===== src/rtl/approx_error_monitor.sv =====
// ---------------------------------------------------------------------------
// approx_error_monitor
//
// Watches an approximate adder's operands and result. For each accepted
// sample it forms the exact sum and the error distance
// ED = |(X+Y+Cin) - Sum|. It then reports error statistics once per window of
// WINDOW accepted samples.
//
// Optional feature macro: ERR_BIAS_EN
//   - Defined:   bias_acc accumulates the signed (exact - Sum). The sum
//                saturates; it does not wrap.
//   - Undefined: bias_acc is tied to zero and no bias logic is built.
//
// Ports
//   clock         rising-edge clock
//   reset_n       asynchronous active-low reset
//   start         opens a new window from IDLE or DONE
//   in_valid      X/Y/Cin/Sum valid this cycle (accepted only in RUN)
//   X, Y, Cin     adder operands
//   Sum           approximate adder result, WIDTH+1 bits
//   busy          high in RUN and DRAIN
//   done          single-cycle pulse; results are final while it is high
//   sample_count  samples accepted in the current window
//   err_count     samples with ED != 0
//   max_ed        largest ED in the window
//   sum_ed        saturating sum of ED
//   bias_acc      saturating signed sum of (exact - Sum), or 0 when disabled
//
// State table
//   state   | meaning
//   IDLE    | waiting for start; results from the last window are held
//   RUN     | accepting samples until WINDOW of them have been taken
//   DRAIN   | the last sample is still in stage 2; nothing is accepted
//   DONE    | done=1 for one cycle; start re-enters RUN, otherwise go to IDLE
// ---------------------------------------------------------------------------
module approx_error_monitor #(
    parameter int WIDTH  = 8,
    parameter int WINDOW = 256,
    parameter int ACC_W  = 24,
    parameter int CNT_W  = 16
) (
    input  logic             clock,
    input  logic             reset_n,
    input  logic             start,
    input  logic             in_valid,
    input  logic [WIDTH-1:0] X,
    input  logic [WIDTH-1:0] Y,
    input  logic             Cin,
    input  logic [WIDTH:0]   Sum,
    output logic             busy,
    output logic             done,
    output logic [CNT_W-1:0] sample_count,
    output logic [CNT_W-1:0] err_count,
    output logic [WIDTH:0]   max_ed,
    output logic [ACC_W-1:0] sum_ed,
    output logic [ACC_W:0]   bias_acc
);

    localparam int EW = WIDTH + 1;
    localparam int DW = WIDTH + 2;
    localparam logic [CNT_W-1:0] LAST_IDX = CNT_W'(WINDOW - 1);

    typedef enum logic [1:0] {
        S_IDLE  = 2'd0,
        S_RUN   = 2'd1,
        S_DRAIN = 2'd2,
        S_DONE  = 2'd3
    } state_t;

    state_t state_q, state_d;
    logic   accept;
    logic   clear;

    logic [CNT_W-1:0] sample_count_q, sample_count_d;
    logic [CNT_W-1:0] err_count_q, err_count_d;
    logic [EW-1:0]    max_ed_q, max_ed_d;
    logic [ACC_W-1:0] sum_ed_q, sum_ed_d;

    logic          s1_valid_q;
    logic [EW-1:0] s1_ed_q;

    logic [EW-1:0]  exact_w;
    logic [DW-1:0]  diff_w;
    logic [EW-1:0]  ed_w;
    logic [ACC_W:0] sum_ext_w;

    // -------------------------------------------------------------------
    // Control FSM
    // -------------------------------------------------------------------
    always_comb begin
        state_d = state_q;
        accept  = 1'b0;
        clear   = 1'b0;
        case (state_q)
            S_IDLE: begin
                if (start) begin
                    state_d = S_RUN;
                    clear   = 1'b1;
                end
            end
            S_RUN: begin
                if (in_valid) begin
                    accept = 1'b1;
                    if (sample_count_q == LAST_IDX) begin
                        state_d = S_DRAIN;
                    end
                end
            end
            S_DRAIN: begin
                state_d = S_DONE;
            end
            S_DONE: begin
                if (start) begin
                    state_d = S_RUN;
                    clear   = 1'b1;
                end else begin
                    state_d = S_IDLE;
                end
            end
            default: begin
                state_d = S_IDLE;
            end
        endcase
    end

    always_ff @(posedge clock or negedge reset_n) begin
        if (!reset_n) begin
            state_q <= S_IDLE;
        end else begin
            state_q <= state_d;
        end
    end

    assign busy = (state_q == S_RUN) || (state_q == S_DRAIN);
    assign done = (state_q == S_DONE);

    // -------------------------------------------------------------------
    // Stage 1: exact sum and error distance
    // -------------------------------------------------------------------
    assign exact_w = {1'b0, X} + {1'b0, Y} + {{WIDTH{1'b0}}, Cin};
    // One extra bit keeps the signed difference free of overflow.
    assign diff_w  = {1'b0, exact_w} - {1'b0, Sum};
    assign ed_w    = diff_w[DW-1] ? EW'(-diff_w) : diff_w[EW-1:0];

    always_ff @(posedge clock or negedge reset_n) begin
        if (!reset_n) begin
            s1_valid_q <= 1'b0;
            s1_ed_q    <= '0;
        end else begin
            s1_valid_q <= accept;
            if (accept) begin
                s1_ed_q <= ed_w;
            end
        end
    end

    // -------------------------------------------------------------------
    // Stage 2: statistics
    // -------------------------------------------------------------------
    assign sum_ext_w = {1'b0, sum_ed_q} + (ACC_W + 1)'(s1_ed_q);

    always_comb begin
        sample_count_d = sample_count_q;
        err_count_d    = err_count_q;
        max_ed_d       = max_ed_q;
        sum_ed_d       = sum_ed_q;
        if (clear) begin
            sample_count_d = '0;
            err_count_d    = '0;
            max_ed_d       = '0;
            sum_ed_d       = '0;
        end else begin
            if (accept) begin
                sample_count_d = sample_count_q + CNT_W'(1);
            end
            if (s1_valid_q) begin
                if (s1_ed_q != '0) begin
                    err_count_d = err_count_q + CNT_W'(1);
                end
                if (s1_ed_q > max_ed_q) begin
                    max_ed_d = s1_ed_q;
                end
                // A carry out of the accumulator pins it at all ones.
                sum_ed_d = sum_ext_w[ACC_W] ? {ACC_W{1'b1}} : sum_ext_w[ACC_W-1:0];
            end
        end
    end

    always_ff @(posedge clock or negedge reset_n) begin
        if (!reset_n) begin
            sample_count_q <= '0;
            err_count_q    <= '0;
            max_ed_q       <= '0;
            sum_ed_q       <= '0;
        end else begin
            sample_count_q <= sample_count_d;
            err_count_q    <= err_count_d;
            max_ed_q       <= max_ed_d;
            sum_ed_q       <= sum_ed_d;
        end
    end

    assign sample_count = sample_count_q;
    assign err_count    = err_count_q;
    assign max_ed       = max_ed_q;
    assign sum_ed       = sum_ed_q;

`ifdef ERR_BIAS_EN
    // -------------------------------------------------------------------
    // Signed bias accumulator, ACC_W+1 bits, saturating
    // -------------------------------------------------------------------
    logic [DW-1:0]    s1_diff_q;
    logic [ACC_W:0]   bias_q, bias_d;
    logic [ACC_W+1:0] bias_ext_w;

    always_ff @(posedge clock or negedge reset_n) begin
        if (!reset_n) begin
            s1_diff_q <= '0;
        end else if (accept) begin
            s1_diff_q <= diff_w;
        end
    end

    // The sum is formed one bit wider than the accumulator. If its top two
    // bits disagree, the result overflowed in the direction of the top bit.
    assign bias_ext_w = {bias_q[ACC_W], bias_q}
                      + {{(ACC_W - WIDTH){s1_diff_q[DW-1]}}, s1_diff_q};

    always_comb begin
        bias_d = bias_q;
        if (clear) begin
            bias_d = '0;
        end else if (s1_valid_q) begin
            if (bias_ext_w[ACC_W+1] != bias_ext_w[ACC_W]) begin
                bias_d = bias_ext_w[ACC_W+1] ? {1'b1, {ACC_W{1'b0}}}
                                             : {1'b0, {ACC_W{1'b1}}};
            end else begin
                bias_d = bias_ext_w[ACC_W:0];
            end
        end
    end

    always_ff @(posedge clock or negedge reset_n) begin
        if (!reset_n) begin
            bias_q <= '0;
        end else begin
            bias_q <= bias_d;
        end
    end

    assign bias_acc = bias_q;
`else
    assign bias_acc = '0;
`endif

endmodule


===== config.mk =====
export PLATFORM = sky130hd
export DESIGN_NAME = approx_error_monitor
export DESIGN_NICKNAME = d
export VERILOG_FILES = /design/src/rtl/approx_error_monitor.sv
export SDC_FILE = /design/constraint.sdc
export NUM_CORES = 1
export LEC_CHECK = 0
export ABC_CLOCK_PERIOD_IN_PS = 3800
export BUFFER_PORTS_ARGS = -buffer_cell sky130_fd_sc_hd__buf_4
export CAP_MARGIN = 20
export CELL_PAD_IN_SITES_DETAIL_PLACEMENT = 1
export CELL_PAD_IN_SITES_GLOBAL_PLACEMENT = 1
export CORE_UTILIZATION = 40
export CTS_CLUSTER_SIZE = 24
export DETAILED_ROUTE_END_ITERATION = 16
export MAX_ROUTING_LAYER = met4
export PLACE_DENSITY_LB_ADDON = 0.1
export SETUP_SLACK_MARGIN = 0.15
export SLEW_MARGIN = 10
export SYNTH_ARGS = -nofsm -noshare
export SYNTH_HDL_FRONTEND = slang
export SYNTH_SLANG_ARGS = --single-unit
export TNS_END_PERCENT = 30

===== constraint.sdc =====
create_clock -name clock -period 3.8 [get_ports clock]
set_clock_uncertainty 0.2 [all_clocks]
set_input_delay 0.19 -clock clock [delete_from_list [all_inputs] [get_ports clock]]
set_output_delay 0.19 -clock clock [all_outputs]
set_load 0.02 [all_outputs]

==> impl_metrics.yaml <==
status:
  run_status: "complete, no violations"
grt:
  grt_pass1_wl_um: 22200
  grt_max_degree: 78
  antenna_found_initial: 0
  grt_overflow: 0
  grt_pass1_vias: 4643
  grt_usage_pct: 21.56
clock_tree:
  clockRootBuffer: "clkbuf_16"
  htreeDepth: 3
  cts.path.max_buffers: 2
  holdBufCountCts: 1
  cts.clk_slew.worst_paths_ns: 0.06
  clock_sinks: 77
  numCtsBuffers: 9
  post_cts_resized: 0
  cts_tree: "built"
  clkLatencyLatePin_ns: 0.34
  postCtsSetupBuffers: 0
floorplan:
  die_h_um: 116.8
  die_w_um: 116.8
  die_area_sq_um: 13640
  num_rows: 41
  coreArea_sq_um: 12720
  start_util_pct: 41.42
  pin_count: 122
synthesis:
  synthDistinctLibCells: 61
  synth_area_sq_um: 5270
  ys_ff_latch: 77
  syn_avg_cell_area_sq_um: 9.024
  ys_seq_area_share_pct: 36.56
  synthFlopType: "dfrtp_1"
  synthCells: 584
  async_reset_ff_share_pct: 100.0
  synth_warnings: 0
  synth_edf_count: 0
sta:
  setup_viol_count_final: 0
  finalMaxSlewViolations: 0
  slew-limit-headroom_pct: 39.05
  worst_pin_slew_ns: 0.9133
  layout_min_cycle_time_ns: 3.143
  fin_crit_sh_pct: 82.72
  rsz0062_at_grt: "false"
  setup_tns_ns: 0
  fmax_ghz: 0.3181
  hold_viol: 0
run:
  cap_violations: 0
routing:
  drtPass1Iterations: 4
  via_per_inst: 5.222
  ant_nets: 0
  avgRoutedWirePerCell_um: 15.73
  drtIter0Drc: 221
  drc: 0
  drt-total-wl_um: 13450
  vias: 4465
power_and_ir_drop:
  ir_worst_vdd_uv: 310.4
  cellLeakagePower_nw: 3.174
  power_mw: 4.223
  p_per_area_nw_per_um2: 653.5
critical_path:
  worst-r2r-cell-count: 8
  reg2reg_from: "s1_ed_q[0]"
  required_ns: 3.81
  arrival_ns: 3.16
  cp_max_fo: 15
  end_kind: "flop"
  startpoint: "s1_ed_q[0]"
  cp-start-kind: "flop"
  crit_type: "flop to flop"
finish:
  multi_input_area_sq_um: 2969
  antenna_cells: 0
  fill_cells: 1529
  regArea_sq_um: 1927
  final_nets: 752
  area_delta_synth_final_pct: 22.63
  drive_above_1_share_pct: 19.91
hold_path:
  worstHoldStart: "start"
  hp-class: "input port to flop"
  holdPathStages: 3
placed_design:
  portBuffers: 96
  routabilityCongestion: 0.8772
  dpl.hpwl_um: 9995
==> cell usage in the layout (no fill, tap or decap), types with 9 or more instances in the layout <==
master     synthesis  final
xor2_1            24     24
buf_4             26     98
ha_1              34     34
nand2_1           37     37
mux2i_1           10     10
o21ai_1            9      9
a31oi_1           18     18
fa_1              10     10
nor3_1            14     14
xnor2_1           18     18
clkbuf_16          0      9
o21ai_0           33     33
conb_1             1     25
nor2_1            55     55
nand4_1           12     12
dfrtp_1           77     77
inv_1             57     57
a21oi_1           25     25
nand3_1           19     19
==> critical path, stage by stage (launching register included) <==
cell      delay [ns]
dfrtp_1         0.43
ha_1            0.24
fa_1            0.41
a21o_1          0.19
a211o_1         0.31
a2111o_1        0.50
nand3_2         0.33
nand3_2         0.13
a32o_1          0.29
==> power by group <==
part / leakage (nW) / switching (mW) / internal, mW
clock network: 0.176 / 0.336 / 0.696
registers: 1.04 / 0.214 / 0.990
logic: 1.96 / 1.19 / 0.793
total: 3.17 / 1.74 / 2.48
==> path summary, 6_finish.rpt <==
check                                   to  slack (ns)
worst max-delay path            sum_ed[15]        0.66
worst min-delay path            state_q[0]        0.04
worst max register to register  sum_ed[15]        0.66
worst min register to register  sum_ed[22]        0.32
max in group asynchronous        sum_ed[1]        2.72
min in group asynchronous       sum_ed[12]        0.09
==> synth_stat cells, types with 3 or more instances <==
cell type | count | area, sq um
nand4_1 | 12 | 75.07
buf_4 | 26 | 195.2
nor4_1 | 3 | 18.77
nand3_2 | 3 | 30.03
a21o_1 | 5 | 37.54
o21a_1 | 5 | 37.54
clkbuf_1 | 13 | 48.80
mux2i_1 | 10 | 100.1
nand2_1 | 37 | 138.9
inv_1 | 57 | 214.0
nand3_1 | 19 | 95.09
nand2b_1 | 6 | 37.54
or3_1 | 7 | 43.79
a21oi_1 | 25 | 125.1
ha_1 | 34 | 425.4
a211oi_1 | 3 | 22.52
nor2_1 | 55 | 206.5
xnor2_1 | 18 | 157.7
dfrtp_1 | 77 | 1927
fa_1 | 10 | 200.2
o21ai_0 | 33 | 165.2
nor2b_1 | 4 | 25.02
nor3_1 | 14 | 70.07
and2_1 | 4 | 25.02
o21ai_1 | 9 | 45.04
o31ai_1 | 3 | 22.52
a31oi_1 | 18 | 112.6
and3_1 | 7 | 43.79
and4_1 | 3 | 26.28
xor2_1 | 24 | 210.2
==> area by class of cell <==
cell class                 instances  area share [%]
multi-input combinational        432           45.94
sequential                        77           29.82
timing repair buffer             100           11.97
clock buffer                      13           4.182
inverter                          58           3.369
tap                              172           3.330
clock inverter                     3           1.394
==> stage by stage <==
stage                     hold slack (ns)  setup WS (ns)  cells  util, %  instance area (sq um)
final                             0.03512         0.6566    855    50.80                   6462
after global routing              0.07253         0.5378    855    50.80                   6462
after CTS                         0.02816         0.6707    854    50.58                   6435
after detailed placement           0.2329         0.6938    837    47.67                   6065
after global placement             0.2255         0.7971    837    47.67                   6065
after floorplan                   -0.3056         0.9813    608        -                   5360
==> layer usage <==
metal	part of all wire [%]	global-route usage [%]	wire length, um
met1	44	24.95	5924
met2	52	38.66	6949
met3	2.8	3.141	375
met4	1.5	6.414	202
met5	0	-	0
==> cell families (layout without fill, tap and decap cells) <==
group,after synthesis,after routing,share of synthesized area (%)
AND/OR/NAND/NOR,184,184,17.85
XOR/XNOR,42,42,6.980
AO/OA/AOI/OAI,127,127,15.81
other,1,25,0.07116
adder cells (fa/ha/maj),44,44,11.87
multiplexers,10,10,1.899
buffers and inverters,99,174,8.951
flip-flops,77,77,36.56
==> sequential cells by signal (all words and copies together) (netlist names) <==
| signal | flops |
|---|---|
| err_count | 16 |
| sample_count | 16 |
| state_q | 2 |
| max_ed | 9 |
| s1_ed_q | 9 |
| sum_ed | 24 |
| s1_valid_q | 1 |
Note: power is estimated with default switching activity, not from simulation.
